[src/rtl/note_sequencer_pkg.sv]
// note_sequencer_pkg
// Shared definitions for the note sequencer slice:
//   - bit positions of the fields inside a 16-bit pattern entry
//   - FSM state encoding (IDLE=0, TRIG=1, HOLD=2)
//   - duration counter width and the helper that computes a step's hold count
package note_sequencer_pkg;

  localparam int unsigned ENTRY_W  = 16;
  localparam int unsigned REST_BIT = 15;
  localparam int unsigned LEN_MSB  = 14;
  localparam int unsigned LEN_LSB  = 12;
  localparam int unsigned DEC_MSB  = 11;
  localparam int unsigned DEC_LSB  = 10;
  localparam int unsigned ATK_MSB  = 9;
  localparam int unsigned ATK_LSB  = 8;
  localparam int unsigned PIT_MSB  = 7;
  localparam int unsigned PIT_LSB  = 0;

  // 2**(7+1) = 256 is the largest load, so 9 bits never overflow
  localparam int unsigned DUR_W = 9;

  localparam logic [1:0] ST_IDLE = 2'd0;
  localparam logic [1:0] ST_TRIG = 2'd1;
  localparam logic [1:0] ST_HOLD = 2'd2;

  typedef struct packed {
    logic       rest;
    logic [2:0] length;
    logic [1:0] decay;
    logic [1:0] attack;
    logic [7:0] pitch;
  } note_entry_t;

  function automatic note_entry_t entry_unpack(input logic [ENTRY_W-1:0] w);
    note_entry_t e;
    e.rest   = w[REST_BIT];
    e.length = w[LEN_MSB:LEN_LSB];
    e.decay  = w[DEC_MSB:DEC_LSB];
    e.attack = w[ATK_MSB:ATK_LSB];
    e.pitch  = w[PIT_MSB:PIT_LSB];
    return e;
  endfunction

  // Hold count 2**(len+1); shifting 2 by len avoids the 3-bit len+1 wrap at len=7
  function automatic logic [DUR_W-1:0] dur_load(input logic [2:0] len);
    logic [DUR_W-1:0] two;
    two = 9'd2;
    return two << len;
  endfunction

endpackage

[src/rtl/note_sequencer_if.sv]
// note_sequencer_if
// Bundles the pattern write port, playback controls and the note outputs.
//   master : pattern writer / controller (drives wr_*, start, stop, last_addr)
//   slave  : note_sequencer (drives attack, decay, length, pitch, trig, mute,
//            playing, step_addr, done)
interface note_sequencer_if
  import note_sequencer_pkg::*;
#(
  parameter int AW = 4
);
  logic               wr_en;
  logic [AW-1:0]      wr_addr;
  logic [ENTRY_W-1:0] wr_data;
  logic               start;
  logic               stop;
  logic [AW-1:0]      last_addr;

  logic [1:0]         attack;
  logic [1:0]         decay;
  logic [2:0]         length;
  logic [7:0]         pitch;
  logic               trig;
  logic               mute;
  logic               playing;
  logic [AW-1:0]      step_addr;
  logic               done;

  modport master (
    output wr_en, wr_addr, wr_data, start, stop, last_addr,
    input  attack, decay, length, pitch, trig, mute, playing, step_addr, done
  );

  modport slave (
    input  wr_en, wr_addr, wr_data, start, stop, last_addr,
    output attack, decay, length, pitch, trig, mute, playing, step_addr, done
  );
endinterface

[src/rtl/note_pattern_ram.sv]
// note_pattern_ram
// DEPTH x 16 pattern storage, one synchronous write port, one asynchronous
// read port. Contents are not reset.
//   clk   : write clock
//   we    : write enable
//   waddr : write address
//   wdata : write data
//   raddr : read address
//   rdata : read data (combinational)
module note_pattern_ram
  import note_sequencer_pkg::*;
#(
  parameter int DEPTH = 16,
  parameter int AW    = 4
) (
  input  logic               clk,
  input  logic               we,
  input  logic [AW-1:0]      waddr,
  input  logic [ENTRY_W-1:0] wdata,
  input  logic [AW-1:0]      raddr,
  output logic [ENTRY_W-1:0] rdata
);

  logic [ENTRY_W-1:0] mem_q [DEPTH];

  // Pattern write
  always_ff @(posedge clk) begin
    if (we) begin
      mem_q[waddr] <= wdata;
    end
  end

  assign rdata = mem_q[raddr];

endmodule

[src/rtl/note_sequencer.sv]
// note_sequencer
// Steps through a pattern of note entries and presents the current note's
// parameters to the envelope / waveform stages.
//   note_clk : clock, all state on rising edge
//   rst      : asynchronous active-high reset
//   bus      : note_sequencer_if.slave (pattern write, start/stop, last_addr,
//              note outputs, trig, mute, playing, step_addr, done)
// Configuration macro: NOTE_SEQ_LOOP_EN -- when defined the pattern loops back
// to address 0 after last_addr instead of finishing with a done pulse.
// DEPTH must equal 2**AW.
module note_sequencer
  import note_sequencer_pkg::*;
#(
  parameter int DEPTH = 16,
  parameter int AW    = 4
) (
  input  logic            note_clk,
  input  logic            rst,
  note_sequencer_if.slave bus
);

  logic [1:0]         state_q,     state_d;
  logic [AW-1:0]      step_addr_q, step_addr_d;
  logic [DUR_W-1:0]   cnt_q,       cnt_d;
  logic [1:0]         attack_q,    attack_d;
  logic [1:0]         decay_q,     decay_d;
  logic [2:0]         length_q,    length_d;
  logic [7:0]         pitch_q,     pitch_d;
  logic               trig_q,      trig_d;
  logic               mute_q,      mute_d;
  logic               playing_q,   playing_d;
  logic               done_q,      done_d;

  logic               load_s;
  logic [ENTRY_W-1:0] rd_word_s;
  note_entry_t        rd_entry_s;

  // Read the entry for the step being entered, so the note registers change
  // only on the edge into TRIG; writes during HOLD cannot disturb them.
  note_pattern_ram #(.DEPTH(DEPTH), .AW(AW)) u_ram (
    .clk   (note_clk),
    .we    (bus.wr_en),
    .waddr (bus.wr_addr),
    .wdata (bus.wr_data),
    .raddr (step_addr_d),
    .rdata (rd_word_s)
  );

  assign rd_entry_s = entry_unpack(rd_word_s);

  // Next-state and output-register logic
  always_comb begin
    state_d     = state_q;
    step_addr_d = step_addr_q;
    cnt_d       = cnt_q;
    attack_d    = attack_q;
    decay_d     = decay_q;
    length_d    = length_q;
    pitch_d     = pitch_q;
    trig_d      = 1'b0;
    done_d      = 1'b0;
    mute_d      = mute_q;
    load_s      = 1'b0;

    if (bus.stop) begin
      state_d = ST_IDLE;
      cnt_d   = {DUR_W{1'b0}};
      mute_d  = 1'b1;
    end else begin
      case (state_q)
        ST_IDLE: begin
          if (bus.start) begin
            state_d     = ST_TRIG;
            step_addr_d = {AW{1'b0}};
            load_s      = 1'b1;
          end else begin
            mute_d = 1'b1;
          end
        end
        ST_TRIG: begin
          cnt_d   = dur_load(length_q);
          state_d = ST_HOLD;
        end
        ST_HOLD: begin
          if (cnt_q == 9'd0) begin
            // != rather than < so a step beyond last_addr keeps counting and wraps
            if (step_addr_q != bus.last_addr) begin
              step_addr_d = step_addr_q + {{(AW-1){1'b0}}, 1'b1};
              state_d     = ST_TRIG;
              load_s      = 1'b1;
            end else begin
`ifdef NOTE_SEQ_LOOP_EN
              step_addr_d = {AW{1'b0}};
              state_d     = ST_TRIG;
              load_s      = 1'b1;
`else
              state_d = ST_IDLE;
              done_d  = 1'b1;
              mute_d  = 1'b1;
`endif
            end
          end else begin
            cnt_d = cnt_q - 9'd1;
          end
        end
        default: begin
          state_d = ST_IDLE;
          mute_d  = 1'b1;
        end
      endcase
    end

    if (load_s) begin
      attack_d = rd_entry_s.attack;
      decay_d  = rd_entry_s.decay;
      length_d = rd_entry_s.length;
      pitch_d  = rd_entry_s.pitch;
      trig_d   = ~rd_entry_s.rest;
      mute_d   = rd_entry_s.rest;
    end else begin
      attack_d = attack_d;
      pitch_d  = pitch_d;
    end

    playing_d = (state_d != ST_IDLE);
  end

  // State and output registers
  always_ff @(posedge note_clk or posedge rst) begin
    if (rst) begin
      state_q     <= ST_IDLE;
      step_addr_q <= {AW{1'b0}};
      cnt_q       <= {DUR_W{1'b0}};
      attack_q    <= 2'd0;
      decay_q     <= 2'd0;
      length_q    <= 3'd0;
      pitch_q     <= 8'd0;
      trig_q      <= 1'b0;
      mute_q      <= 1'b1;
      playing_q   <= 1'b0;
      done_q      <= 1'b0;
    end else begin
      state_q     <= state_d;
      step_addr_q <= step_addr_d;
      cnt_q       <= cnt_d;
      attack_q    <= attack_d;
      decay_q     <= decay_d;
      length_q    <= length_d;
      pitch_q     <= pitch_d;
      trig_q      <= trig_d;
      mute_q      <= mute_d;
      playing_q   <= playing_d;
      done_q      <= done_d;
    end
  end

  assign bus.attack    = attack_q;
  assign bus.decay     = decay_q;
  assign bus.length    = length_q;
  assign bus.pitch     = pitch_q;
  assign bus.trig      = trig_q;
  assign bus.mute      = mute_q;
  assign bus.playing   = playing_q;
  assign bus.step_addr = step_addr_q;
  assign bus.done      = done_q;

endmodule

[src/flat_wrapper.sv]
// flat-port wrapper written by rule: the top's interface ports become plain ports
module note_sequencer_flat import note_sequencer_pkg::*;
#(
  parameter int DEPTH = 16,
  parameter int AW    = 4
)
  (note_clk, rst, bus_wr_en, bus_wr_addr, bus_wr_data, bus_start, bus_stop, bus_last_addr, bus_attack, bus_decay, bus_length, bus_pitch, bus_trig, bus_mute, bus_playing, bus_step_addr, bus_done);
  note_sequencer_if #(.AW(AW)) bus_i ();
  input  logic note_clk;
  input  logic rst;
  input wire logic [$bits(bus_i.wr_en)-1:0] bus_wr_en;
  input wire logic [$bits(bus_i.wr_addr)-1:0] bus_wr_addr;
  input wire logic [$bits(bus_i.wr_data)-1:0] bus_wr_data;
  input wire logic [$bits(bus_i.start)-1:0] bus_start;
  input wire logic [$bits(bus_i.stop)-1:0] bus_stop;
  input wire logic [$bits(bus_i.last_addr)-1:0] bus_last_addr;
  output wire logic [$bits(bus_i.attack)-1:0] bus_attack;
  output wire logic [$bits(bus_i.decay)-1:0] bus_decay;
  output wire logic [$bits(bus_i.length)-1:0] bus_length;
  output wire logic [$bits(bus_i.pitch)-1:0] bus_pitch;
  output wire logic [$bits(bus_i.trig)-1:0] bus_trig;
  output wire logic [$bits(bus_i.mute)-1:0] bus_mute;
  output wire logic [$bits(bus_i.playing)-1:0] bus_playing;
  output wire logic [$bits(bus_i.step_addr)-1:0] bus_step_addr;
  output wire logic [$bits(bus_i.done)-1:0] bus_done;
  assign bus_i.wr_en = bus_wr_en;
  assign bus_i.wr_addr = bus_wr_addr;
  assign bus_i.wr_data = bus_wr_data;
  assign bus_i.start = bus_start;
  assign bus_i.stop = bus_stop;
  assign bus_i.last_addr = bus_last_addr;
  assign bus_attack = bus_i.attack;
  assign bus_decay = bus_i.decay;
  assign bus_length = bus_i.length;
  assign bus_pitch = bus_i.pitch;
  assign bus_trig = bus_i.trig;
  assign bus_mute = bus_i.mute;
  assign bus_playing = bus_i.playing;
  assign bus_step_addr = bus_i.step_addr;
  assign bus_done = bus_i.done;
  note_sequencer #(.DEPTH(DEPTH), .AW(AW)) u_core (.note_clk(note_clk), .rst(rst), .bus(bus_i));
endmodule
[config.mk]
export PLATFORM = sky130hd
export DESIGN_NAME = note_sequencer_flat
export DESIGN_NICKNAME = d
export VERILOG_FILES = /design/src/rtl/note_sequencer_pkg.sv /design/src/rtl/note_sequencer_if.sv /design/src/rtl/note_pattern_ram.sv /design/src/rtl/note_sequencer.sv /design/src/flat_wrapper.sv
export SDC_FILE = /design/constraint.sdc
export NUM_CORES = 1
export LEC_CHECK = 0
export BUFFER_PORTS_ARGS = -buffer_cell sky130_fd_sc_hd__buf_2
export CAP_MARGIN = 10
export CELL_PAD_IN_SITES_DETAIL_PLACEMENT = 0
export CELL_PAD_IN_SITES_GLOBAL_PLACEMENT = 1
export CORE_MARGIN = 4
export CORE_UTILIZATION = 45
export DETAILED_ROUTE_END_ITERATION = 12
export GPL_ROUTABILITY_DRIVEN = 0
export HOLD_SLACK_MARGIN = 0.1
export PLACE_DENSITY_LB_ADDON = 0.1
export SYNTH_ARGS = -nofsm -noshare
export SYNTH_HDL_FRONTEND = slang
export SYNTH_HIERARCHICAL = 1
export SYNTH_SLANG_ARGS = --single-unit
[constraint.sdc]
create_clock -name note_clk -period 3.65 [get_ports note_clk]
set_input_delay 0.1825 -clock note_clk [delete_from_list [all_inputs] [get_ports note_clk]]
set_output_delay 0.1825 -clock note_clk [all_outputs]
set_load 0.02 [all_outputs]
==> flow_summary_export.csv, run 1 <==
group,metric,value,unit
outcome,status,"finished clean",
final_layout,drive_above_1_share,30.2,%
die,die_x,170,µm
pwr,p_leak,4.71,nW
synthesis,postSynthCellCount,639,
worst_setup_path,crit_path_start_kind,"flop",
synthesis,ys_seq_elements,290,
synthesis,synth-edff-count,256,
flow_run,maxCapViolCount,0,
synthesis,synth_area,0.0119,mm²
die,die-area,0.0291,mm²
timing,worstMarginPinSlew,0.808,ns
worst_setup_path,cp.arrival,3.74,ns
final_layout,stdcell_count,1100,
route,num_vias,6488,
global_route,grt-ovfl-total,0,
timing,rsz0062_at_grt,"false",
die,die_h,170,µm
route,route.detailed.wl_per_inst,25.8,µm
synthesis,async_flop_share,11.7,%
clock_network,cts_root_buf,"clkbuf_16",
timing,fin_skew,0.00941,ns
pwr,p_total,9.32,mW
clock_network,clk_latency,0.56,ns
route,firstDrtPassIters,5,
synthesis,syn_area_per_cell,18.6,µm²
pwr,p_per_area,671,mW/mm²
placed_design,post-place-ws,0.350,ns
timing,setup_slack,0.349,ns
synthesis,synth_fp_nets,671,
die,io_pins,52,
final_layout,fin_area,0.0139,mm²
clock_network,numCtsBuffers,31,
synthesis,ys_seq_area_share,71.9,%
final_layout,multi_input_area,0.00317,mm²
placed_design,placed_cell_area,0.0128,mm²
final_layout,diodes,0,
final_layout,fin_nets,774,
global_route,grt_max_degree,54,
clock_network,cts_resized,0,
clock_network,clkTransAtPathRegs,0.06,ns
timing,max_freq,0.303,GHz
timing,slew_headroom,46.1,%
synthesis,ys.flop_type,"edfxtp_1",
min_path,min_path_type,"input pin to flop",
placed_design,dpl.hpwl,17000,µm
final_layout,nFillCells,2076,
worst_setup_path,r2r_slack,0.35,ns
die,coreArea,0.0260,mm²
timing,maxSlewViolCount,0,
global_route,antenna_found_initial,0,
route,routed_wl,28300,µm
placed_design,place_inst,1026,
timing,period_share,90.4,%
global_route,grt_pass1_wl,43000,µm
placed_design,io_buffers,51,
clock_network,htree_num_levels,1,
worst_setup_path,crit_type,"flop to flop",
worst_setup_path,worst_setup_path_end_kind,"flop",
final_layout,register_area,0.00854,mm²
timing,layout_min_cycle_time,3.30,ns
route,first_iter_violations,657,
route,drc,0,
global_route,grt_pass1_vias,6717,
clock_network,postCtsSetupBuffers,0,
timing,finalHoldViolations,0,
clock_network,tritoncts,"yes",
synthesis,yosys_warnings,6,
route,ant_nets,0,
final_layout,syn_to_final_growth,16.9,%
timing,setup_tns,0,ns
clock_network,ctsHoldBuffers,18,
die,start_util,45.7,%
clock_network,clockBufferDepth,3,
die,rows,59,
worst_setup_path,critPathMaxFanout,18,
synthesis,ys_types,60,
global_route,track_usage,19.8,%
timing,setup_viol,0,
pwr,ir_drop,0.415,mV
clock_network,cts_sinks,290,
worst_setup_path,cp.required,4.09,ns
route,viasPerCell,5.90,
==> layout make-up <==
class / instances / area share [%]
Clock inverter: 21 / 1.19
Clock buffer: 35 / 5.69
Tap cell: 335 / 3.02
Inverter: 8 / 0.216
Multi-Input combinational cell: 302 / 22.8
Timing Repair Buffer: 109 / 5.57
Sequential cell: 290 / 61.5
==> sequential cells by signal, summed over array words and instances, names as in the netlist <==
name,cells
u_core/u_ram/mem_q,256
u_core/cnt_q,9
u_core/bus.length,3
u_core/bus.step_addr,4
u_core/bus.pitch,8
u_core/bus.mute,1
u_core/bus.playing,1
u_core/bus.done,1
u_core/bus.trig,1
u_core/state_q,2
u_core/bus.decay,2
u_core/bus.attack,2
==> metrics by stage <==
stage | util (%) | hold WS (ns)
floorplan | - | 0.281
global placement | 49.1 | 0.327
detailed placement | 49.1 | 0.327
CTS | 53.5 | 0.189
global route | 53.5 | 0.222
finish | 53.5 | 0.220
==> worst paths after layout <==
path	end	depth (start not counted)	start
max	u_core/bus.pitch[4]	12	u_core/cnt_q[0]
min	u_core/bus.step_addr[2]	4	bus_stop
max reg2reg	u_core/bus.pitch[4]	12	u_core/cnt_q[0]
min reg2reg	u_core/bus.pitch[4]	2	u_core/bus.pitch[4]
max in group asynchronous	u_core/bus.mute	4	rst
min in group asynchronous	u_core/cnt_q[3]	4	rst
==> power breakdown <==
part           internal (mW)  total (mW)  switching (mW)  leakage (nW)
registers               3.79        3.97           0.177          2.73
logic                   1.13        2.40            1.28          1.50
clock network           1.69        2.95            1.25         0.469
total                   6.61        9.32            2.71          4.71
==> layout by cell type (no fill, tap or decap), drive strengths merged, types with 9 or more instances in the layout <==
cell type    instances
mux4                64
nor2                23
clkbuf              35
inv                  9
nand2b              25
nand2               34
o211ai              30
edfxtp             256
a21oi                9
dlygate4sd3         18
buf                 91
a22oi               33
nor3                11
clkinv              16
dfrtp               33
==> kinds of logic (layout without fill, tap and decap cells) <==
family,count (synthesis),count (layout),share of synthesized area (%)
simple gates,125,125,5.79
mux,64,64,12.4
flops,290,290,71.9
compound gates,106,106,7.23
buf+inv,47,173,2.04
xor+xnor,4,4,0.295
fa+ha+maj,3,3,0.316
==> layer usage <==
layer	share of wire (%)	GRT usage, %	up-vias
li1	-	-	2840
met1	42	27.9	3421
met2	51	33.7	189
met3	4.9	2.70	38
met4	1.8	3.89	0
met5	0	0	-
==> critical path, stage by stage, from the launching register on <==
cell and delay, ns:
dfrtp_1 0.40, inv_1 0.14, ha_1 0.17, nor4b_4 0.23
nand2_2 0.15, nor3_1 0.34, o22a_4 0.28, buf_4 0.36
mux4_1 0.60, a22oi_1 0.26, nand2_1 0.08, nand2b_1 0.09
o211ai_2 0.07
==> synth_stat cells (2+ instances only) <==
cell,instances,area (µm²)
a211o_1,2,17.5
a211oi_1,4,30.0
a21oi_1,9,45.0
a221oi_1,2,17.5
a22oi_1,33,248
a31oi_1,2,12.5
and2_1,2,12.5
buf_1,4,15.0
buf_2,5,25.0
buf_4,4,30.0
buf_6,6,67.6
clkbuf_1,20,75.1
dfrtp_1,33,826
edfxtp_1,256,7690
ha_1,3,37.5
inv_1,8,30.0
mux4_1,10,263
mux4_2,54,1220
nand2_1,33,124
nand2b_1,25,156
nand3_1,4,20.0
nand3b_1,3,22.5
nor2_1,23,86.3
nor2b_1,4,25.0
nor3_1,11,55.1
nor4_1,3,18.8
o211ai_1,15,113
o211ai_2,15,188
o21ai_0,4,20.0
o22ai_1,2,12.5
o32a_1,2,20.0
o32ai_1,4,35.0
or3b_2,2,17.5
or4_1,3,22.5
xor2_1,4,35.0
Note: power is estimated with default switching activity, not from simulation.
==> run 2, diff against run 1 <==
- ABC_AREA: default -> 0
- ABC_CLOCK_PERIOD_IN_PS: default -> 3650
- CORE_UTILIZATION: 45 -> 35
==> run 2 against run 1 <==
Cell count increased by 10%. Sequential share of layout area shrank 1.3 points. Worst hold slack improved by 0.061 ns. Combinational power is 2% higher. Setup slack got worse by 0.017 ns. Utilization decreased by 11 points. Flip-flop and latch count unchanged.
==> flow_summary_export.csv, run 2 (synthesized netlist as in run 1, its figures left out) <==
group,metric,value,unit
outcome,status,"finished clean",
worst_setup_path,critPathLaunch,"u_core/cnt_q[0]",
timing,holdWs,0.281,ns
worst_setup_path,path_cells,"inv_1, ha_1, nor4b_4, nand2_2, nor3_2, o22a_4, buf_12, mux4_1, a22oi_1, nand2_1, nand2b_1, o211ai_2",
pwr,p_leak,4.76,nW
global_route,grt_max_degree,54,
clock_network,cts_root_buf,"clkbuf_16",
placed_design,dpl.hpwl,18000,µm
global_route,track_usage,16.5,%
clock_network,clockBufferDepth,3,
final_layout,final_cell_mix,"edfxtp_1 (256), mux4_2 (54), buf_2 (51), clkbuf_16 (34)",
timing,setup_viol,0,
worst_setup_path,cp.required,4.03,ns
worst_setup_path,r2r_slack,0.33,ns
global_route,antenna_found_initial,0,
placed_design,io_buffers,51,
route,ant_nets,0,
timing,slew_headroom,40.3,%
timing,setup_tns,0,ns
pwr,ir_drop,0.303,mV
route,routed_wl,29900,µm
final_layout,largest_reg_flops,256,
pwr,combPwrFrac,25.2,%
die,die_x,192,µm
pwr,swShare,28.8,%
worst_setup_path,worst_setup_path_end_kind,"flop",
worst_setup_path,endpoint,"u_core/bus.decay[1]",
timing,layout_min_cycle_time,3.32,ns
route,first_iter_violations,483,
die,die_h,192,µm
worst_setup_path,worst_r2r_path_depth,12,
worst_setup_path,cp_slowest_stage_delay,0.58,ns
worst_setup_path,crit_type,"flop to flop",
die,die-area,0.0370,mm²
die,rows,67,
route,route.detailed.wl_per_inst,24.6,µm
clock_network,postCtsSetupBuffers,0,
worst_setup_path,cp.arrival,3.69,ns
global_route,grt_pass1_vias,6725,
clock_network,numCtsBuffers,34,
final_layout,nFillCells,3014,
pwr,clkPwrFrac,33.9,%
min_path,min_path_type,"input pin to flop",
flow_run,maxCapViolCount,0,
final_layout,syn_to_final_growth,19.3,%
clock_network,tritoncts,"yes",
min_path,whs_path_depth,4,
worst_setup_path,critPathMaxFanout,26,
clock_network,clk_latency,0.51,ns
timing,worstMarginPinSlew,0.894,ns
timing,finalHoldViolations,0,
worst_setup_path,cp_slowest_cell,"mux4_1",
placed_design,place_inst,1136,
global_route,grt_pass1_wl,44800,µm
final_layout,fin_nets,773,
pwr,p_per_area,684,mW/mm²
route,viasPerCell,5.39,
timing,period_share,90.9,%
pwr,p_switching,2.80,mW
final_layout,diodes,0,
final_layout,stdcell_count,1215,
route,drc,0,
die,coreArea,0.0335,mm²
clock_network,clkTransAtPathRegs,0.06,ns
worst_setup_path,rr_endpoint,"u_core/bus.decay[1]",
route,firstDrtPassIters,4,
final_layout,mostFrequentLayoutCell,"edfxtp_1",
route,num_vias,6546,
final_layout,drive_above_1_share,30.4,%
worst_setup_path,crit_path_start_kind,"flop",
pwr,power_frac_seq,40.8,%
timing,max_freq,0.301,GHz
final_layout,regMostFlops,"u_core/u_ram/mem_q",
pwr,p_total,9.70,mW
die,io_pins,52,
die,start_util,35.4,%
worst_setup_path,regToRegStartpoint,"u_core/cnt_q[0]",
timing,rsz0062_at_grt,"false",
placed_design,placed_cell_area,0.0129,mm²
timing,maxSlewViolCount,0,
clock_network,cts_sinks,290,
clock_network,htree_num_levels,2,
pwr,power.internal,6.91,mW
timing,fin_skew,0.0140,ns
global_route,grt-ovfl-total,0,
final_layout,fin_area,0.0142,mm²
run 2: layout make-up:
| type | instances | area [µm²] | area share, % |
|---|---|---|---|
| Sequential cell | 290 | 8540 | 60.2 |
| Multi-Input combinational cell | 302 | 3200 | 22.6 |
| Clock buffer | 41 | 897 | 6.33 |
| Timing Repair Buffer | 105 | 753 | 5.31 |
| Tap cell | 448 | 561 | 3.95 |
| Clock inverter | 21 | 201 | 1.42 |
| Inverter | 8 | 30.0 | 0.212 |
run 2: worst min path at each step:
stage	startpoint	endpoint	slack (ns)
after floorplan	bus_wr_data[0]	u_core/u_ram/mem_q[0][0]	0.28
after global placement	rst	u_core/bus.pitch[2]	0.35
after detailed placement	rst	u_core/bus.pitch[2]	0.34
after CTS	bus_stop	u_core/bus.step_addr[2]	0.22
after global routing	bus_stop	u_core/bus.step_addr[2]	0.31
final	bus_stop	u_core/bus.step_addr[2]	0.28
run 2: metal layers:
metal  up-vias  share of wire, %  track usage, %
li1       2842                 -               -
met1      3486                47            24.7
met2       180                46            25.6
met3        38               5.0            2.62
met4         0               1.6            3.59
met5         -                 0               0
run 2: repair_timing:
item	CTS	global route
hold buffers	17	0
resized for setup	0	1
endpoints found under the setup margin	0	1
endpoints found under the hold margin	289	0
run 2: power groups by stage:
stage	registers, mW	logic [mW]	clock network, mW
after CTS	3.96	2.50	3.39
after global routing	3.99	2.66	3.53
after detailed placement	4.03	2.47	0
after floorplan	4.09	1.63	0
final	3.96	2.45	3.29
after global placement	4.03	2.46	0
run 2: critical path, delay by kind of cell, from the launching register on:
| kind | cells | cell delay, ns |
|---|---|---|
| AND/OR/NAND/NOR | 5 | 1.02 |
| AO/OA/AOI/OAI | 3 | 0.59 |
| multiplexers | 1 | 0.58 |
| flip-flops | 1 | 0.40 |
| buffers and inverters | 2 | 0.39 |
| adder cells (fa/ha/maj) | 1 | 0.17 |
run 2: per-stage QoR:
stage,utilization [%],setup slack [ns]
floorplan,-,0.465
finish,42.3,0.332
detailed placement,38.5,0.205
global route,42.3,0.0328
CTS,42.3,0.201
global placement,38.5,0.297
